<file path="src/rtl/nv_nvdla_hs_pkg.sv">
// rtl/nv_nvdla_hs_pkg.sv - shared types and constants for the four-phase handshake crossing
//
// Contents:
//   hs_state_e          handshake FSM state, 2-bit encoding
//   HS_SYNC_STAGES_DEF  default acknowledge synchronizer depth
//   HS_CNT_W            width of the completed-transfer counter
`timescale 1ns/1ps
package nv_nvdla_hs_pkg;

  typedef enum logic [1:0] {
    IDLE = 2'd0,
    REQ  = 2'd1,
    REL  = 2'd2
  } hs_state_e;

  localparam int HS_SYNC_STAGES_DEF = 3;
  localparam int HS_CNT_W           = 16;

endpackage

</file>
<file path="src/rtl/nv_nvdla_sync_bit.sv">
// rtl/nv_nvdla_sync_bit.sv - N-flop single-bit synchronizer with async active-high reset
//
// Ports:
//   i_clk  in   destination clock
//   i_rst  in   asynchronous active-high reset, clears every stage
//   d      in   asynchronous input level
//   q      out  d after N flops of i_clk
`timescale 1ns/1ps
module nv_nvdla_sync_bit #(
  parameter int N = 3
) (
  input  logic i_clk,
  input  logic i_rst,
  input  logic d,
  output logic q
);

  logic [N-1:0] sync_q;
  logic [N-1:0] sync_d;

  // Stage 0 samples the asynchronous input; each later stage resolves metastability.
  always_comb begin
    sync_d = {sync_q[N-2:0], d};
  end

  always_ff @(posedge i_clk or posedge i_rst) begin
    if (i_rst) begin
      sync_q <= '0;
    end else begin
      sync_q <= sync_d;
    end
  end

  assign q = sync_q[N-1];

endmodule

</file>
<file path="src/rtl/nv_nvdla_hs4_tx.sv">
// rtl/nv_nvdla_hs4_tx.sv - source-side transmitter of a four-phase bundled-data handshake
//
// Ports:
//   i_clk     in   source-domain clock, rising edge
//   i_rst     in   asynchronous active-high reset
//   in_valid  in   word offered
//   in_ready  out  word accepted this cycle if in_valid
//   in_data   in   word to transmit
//   tx_req    out  request level toward the destination (flop output)
//   tx_data   out  bundled data held stable while a transfer is in flight (flop output)
//   tx_ack    in   acknowledge level from the destination, asynchronous
//   busy      out  transfer in flight
//   xfer_cnt  out  completed transfers, wraps
`timescale 1ns/1ps
module nv_nvdla_hs4_tx
  import nv_nvdla_hs_pkg::*;
#(
  parameter int DW          = 32,
  parameter int SYNC_STAGES = HS_SYNC_STAGES_DEF
) (
  input  logic                i_clk,
  input  logic                i_rst,
  input  logic                in_valid,
  output logic                in_ready,
  input  logic [DW-1:0]       in_data,
  output logic                tx_req,
  output logic [DW-1:0]       tx_data,
  input  logic                tx_ack,
  output logic                busy,
  output logic [HS_CNT_W-1:0] xfer_cnt
);

  hs_state_e             state_q, state_d;
  logic                  tx_req_q, tx_req_d;
  logic [DW-1:0]         tx_data_q, tx_data_d;
  logic [HS_CNT_W-1:0]   xfer_cnt_q, xfer_cnt_d;
  logic                  ack_s;

  nv_nvdla_sync_bit #(
    .N (SYNC_STAGES)
  ) u_ack_sync (
    .i_clk (i_clk),
    .i_rst (i_rst),
    .d     (tx_ack),
    .q     (ack_s)
  );

  // A still-high acknowledge in IDLE belongs to an earlier transfer (or an
  // unreset destination); starting a request over it would look complete at once.
  assign in_ready = (state_q == IDLE) & ~ack_s;
  assign busy     = (state_q != IDLE);

  always_comb begin
    state_d    = state_q;
    tx_req_d   = tx_req_q;
    tx_data_d  = tx_data_q;
    xfer_cnt_d = xfer_cnt_q;
    case (state_q)
      IDLE: begin
        if (in_valid && in_ready) begin
          state_d   = REQ;
          tx_req_d  = 1'b1;
          tx_data_d = in_data;
        end
      end
      REQ: begin
        // A low ack here is either the normal wait or an illegal early drop;
        // both simply keep waiting for the rise.
        if (ack_s) begin
          state_d  = REL;
          tx_req_d = 1'b0;
        end
      end
      REL: begin
        if (!ack_s) begin
          state_d    = IDLE;
          xfer_cnt_d = xfer_cnt_q + 16'd1;
        end
      end
      default: begin
        state_d  = IDLE;
        tx_req_d = 1'b0;
      end
    endcase
  end

  always_ff @(posedge i_clk or posedge i_rst) begin
    if (i_rst) begin
      state_q    <= IDLE;
      tx_req_q   <= 1'b0;
      tx_data_q  <= '0;
      xfer_cnt_q <= '0;
    end else begin
      state_q    <= state_d;
      tx_req_q   <= tx_req_d;
      tx_data_q  <= tx_data_d;
      xfer_cnt_q <= xfer_cnt_d;
    end
  end

  assign tx_req   = tx_req_q;
  assign tx_data  = tx_data_q;
  assign xfer_cnt = xfer_cnt_q;

endmodule

</file>
<file path="config.mk">
export PLATFORM = sky130hd
export DESIGN_NAME = nv_nvdla_hs4_tx
export DESIGN_NICKNAME = d
export VERILOG_FILES = /design/src/rtl/nv_nvdla_hs_pkg.sv /design/src/rtl/nv_nvdla_sync_bit.sv /design/src/rtl/nv_nvdla_hs4_tx.sv
export SDC_FILE = /design/constraint.sdc
export NUM_CORES = 1
export LEC_CHECK = 0
export CAP_MARGIN = 0
export CORE_MARGIN = 2
export CORE_UTILIZATION = 47
export CTS_BUF_LIST = sky130_fd_sc_hd__clkbuf_4 sky130_fd_sc_hd__clkbuf_8 sky130_fd_sc_hd__clkbuf_16
export CTS_CLUSTER_DIAMETER = 40
export DETAILED_ROUTE_END_ITERATION = 10
export PLACE_DENSITY = 0.85
export SLEW_MARGIN = 5
export SYNTH_ARGS = -nofsm -noshare
export SYNTH_HDL_FRONTEND = slang
export SYNTH_HIERARCHICAL = 1
export SYNTH_SLANG_ARGS = --single-unit
</file>
<file path="constraint.sdc">
create_clock -name i_clk -period 5.1 [get_ports i_clk]
set_clock_uncertainty 0.05 [all_clocks]
set_input_delay 0.51 -clock i_clk [delete_from_list [all_inputs] [get_ports i_clk]]
set_output_delay 0.51 -clock i_clk [all_outputs]
set_load 0.005 [all_outputs]
</file>
==> results by group <==
Timing
  • Minimum hold slack: 0.304 ns
  • Pin slew with the least headroom to its limit: 1.03 ns
  • Final setup violation count: 0
  • Slew headroom: 31.0%
  • Portion of the clock cycle consumed by the worst path in the final layout: 44.3%
  • Minimum clock period after layout: 2.26 ns
  • Final setup margin: 2.84 ns
  • Unrepaired setup endpoints after global routing: no
  • Highest Clock Rate: 442 MHz
  • Number of hold violations in the final report: 0
  • Number of max-slew violations in the final report: 0
  • Aggregate negative setup slack: 0 ns

Critical path
  • Worst setup slack for register-to-register paths: 2.84 ns
  • Data arrival at the endpoint of the critical path: 2.40 ns
  • Data required time of the worst path: 5.24 ns
  • Worst Reg-to-Reg Cells: 4
  • Capture point of the worst reg-to-reg path: tx_data[28]
  • Reg2reg start: state_q[0]
  • Worst setup EP type: flop
  • Critical Path Start Type: flop
  • Kind of critical path: reg2reg
  • Critical-path maximum fanout: 32

Die
  • Area of the die: 5430 sq um
  • Std cell rows: 25
  • Overall die height: 73.7 microns
  • Starting Density: 48.7%
  • Number of primary I/O pins: 87
  • Floorplan Core Area: 4690 sq um
  • Width of the chip: 73.7 microns

Finish
  • NumNets Final: 272
  • Most frequent cells in the layout: 86 x sky130_fd_sc_hd__clkdlybuf4s50_1, 54 x sky130_fd_sc_hd__dfrtp_1, 30 x sky130_fd_sc_hd__mux2_4
  • Inserted Diodes: 0
  • Synth-to-layout area growth: 43.7%
  • Number of filler cells placed in the layout: 330
  • Share of layout cells above drive strength 1: 22.9%
  • Util after Layout: 70.0%
  • Storage element area: 1350 sq um
  • Multi-input combinational cell area: 882 sq um
  • Most common library cell in the layout ignoring fill and taps: sky130_fd_sc_hd__clkdlybuf4s50_1

Power and ir drop
  • Worst vdd ir: 226 uV
  • P per Cell Area: 388 nW/um^2
  • Total design power: 1.27 mW
  • Pleak: 1.48 nW

Synth
  • Synth warnings: 6
  • Adder-cell share of the synthesized area: 0.548%
  • Number of unique standard cell types used by synthesis: 23
  • Post-Synth XOR/XNOR Area: 6.13%
  • Count of state elements after synthesis: 54
  • Mapped Avg Cell Area: 15.6 sq um
  • Post-synthesis instance area: 2280 sq um
  • Largest family of logic cells by synthesized area: multiplexers
  • Nets in the synthesized netlist: 183
  • Synthesized-area fraction occupied by ao, oa, aoi and oai cells: 0.767%
  • Top area cells in the synthesized netlist: sky130_fd_sc_hd__dfrtp_1 59%, sky130_fd_sc_hd__mux2_4 20%, sky130_fd_sc_hd__xor2_1 3.8%, sky130_fd_sc_hd__xnor2_1 2.3%, sky130_fd_sc_hd__buf_6 2.0%
  • Basic-gate share of the synthesized area counting and, or, nand and nor cells: 9.91%
  • Part of the Yosys area used for sequential elements: 59.1%
  • Multiplexer area fraction after synthesis: 21.2%
  • Share of Yosys cell area claimed by the top area cell type: 59.1%
  • Post-synthesis cell count: 146
  • Yosys top cell by area: sky130_fd_sc_hd__dfrtp_1

CTS
  • Level count of the clock H-tree: 2
  • Clock insertion delay at the later pin of the skew report: 0.29 ns
  • Number of buffers added by the clock tree synthesis step: 5
  • TritonCTS clock tree: yes
  • Root buffer selected by CTS: sky130_fd_sc_hd__clkbuf_8
  • Number of setup buffers added after CTS: 0
  • Resized cells post-CTS: 0
  • Number of clock sinks: 54
  • Hold buffer count at CTS: 0
  • Buffers from clock root to sink, at most: 2
  • Clock-pin slew of the registers on the worst-case setup and hold paths: 0.09 ns

Detailed routing
  • First DRT Iteration DRCs: 66
  • Total number of vias: 1449
  • DRT antenna net count: 0
  • Post-detailed-route via-to-cell ratio: 5.00
  • Routed length per instance: 15.8 microns
  • Number of detailed-route iterations in the first pass: 3
  • Overall routed net length: 4580 microns
  • Total DRC errors in the routed layout: 0

Global routing
  • Pin count of the biggest net entering global routing: 52
  • Remaining global-route overflow: 0
  • Number of global-route vias before repair: 1465
  • Global-route usage over all layers: 17.6%
  • Global-route wire length before repair: 7330 microns
  • Antenna violations before repair: 0

Min path
  • Min-Delay Path Class: reg2reg
  • End point of the worst hold path: u_ack_sync/sync_q[2]
  • Min-Delay Startpoint: u_ack_sync/sync_q[1]
  • Number of cells traversed by the worst hold path: 0

Placed design
  • Input/output buffers: 86
  • Final HPWL DP: 3260 microns
  • Worst slack at placement: 2.64 ns
  • Final estimated routing congestion in global placement: 0.753

Flow run
  • Number of max-cap violations: 0

Outcome
  • Run status: finished, final reports clean
[routing by layer]
| metal | global-route usage [%] | part of all wire [%] |
|---|---|---|
| met2 | 27.3 | 46 |
| met1 | 24.8 | 46 |
| met4 | 4.85 | 0.72 |
| met3 | 4.25 | 7.0 |
| met5 | 0 | 0 |
[power breakdown]
part           switching [mW]  total [mW]  internal [mW]  leakage [nW]
registers              0.0663       0.587          0.520         0.665
clock network           0.129       0.287          0.158        0.0593
logic                   0.108       0.401          0.294         0.759
[synthesized netlist by cell type, drive strengths merged]
library cell and count:
or2 2, mux2 33, and3 2, nor3b 1, dfrtp 54, ha 1
o21a 1, xnor2 6, nand4 6, nor2 6, and2 2, xor2 10
a21oi 1, nor3 4, o21ai 1, buf 4, nand2 10, inv 2
[cell type report]
class / instances / area share, %
clock inverters: 1 / 0.915
inverters: 2 / 0.229
multi-input cells: 86 / 26.9
flip-flops and latches: 54 / 41.2
repair buffers: 86 / 26.2
well taps: 54 / 2.06
clock buffers: 7 / 2.55
[sequential cells by signal, summed over array words and instances (netlist names)]
| name | flops |
|---|---|
| u_ack_sync/sync_q | 3 |
| xfer_cnt | 16 |
| tx_req | 1 |
| state_q | 2 |
| tx_data | 32 |
[how the worst max path moves through the flow]
stage                          start           to  cells after the start
after global placement      in_valid  tx_data[29]                      3
after floorplan                i_rst   state_q[0]                      1
after global routing      state_q[0]  tx_data[28]                      4
after CTS                 state_q[0]  tx_data[28]                      4
final                     state_q[0]  tx_data[28]                      4
after detailed placement    in_valid  tx_data[28]                      3
[worst max-delay path, cell delays in order, from the launching register on]
cell	delay, ns
sky130_fd_sc_hd__dfrtp_1	0.46
sky130_fd_sc_hd__or2_4	0.29
sky130_fd_sc_hd__nor2_2	0.10
sky130_fd_sc_hd__and2_2	0.83
sky130_fd_sc_hd__mux2_2	0.41
[cell families after synthesis]
| logic type | count (synthesis) |
|---|---|
| muxes | 33 |
| adders and majority gates | 1 |
| xor gates and xnor gates | 16 |
| DFF | 54 |
| and+or+nand+nor | 33 |
| AOI/OAI and AO/OA | 3 |
| buffers and inverters | 6 |
[metrics by stage]
step,instance area [sq um],std cells
final,3280,290
after global routing,3280,290
after CTS,3280,290
after detailed placement,3170,282
after global placement,3170,282
after floorplan,2280,146
Note: power is estimated with default switching activity, not from simulation.
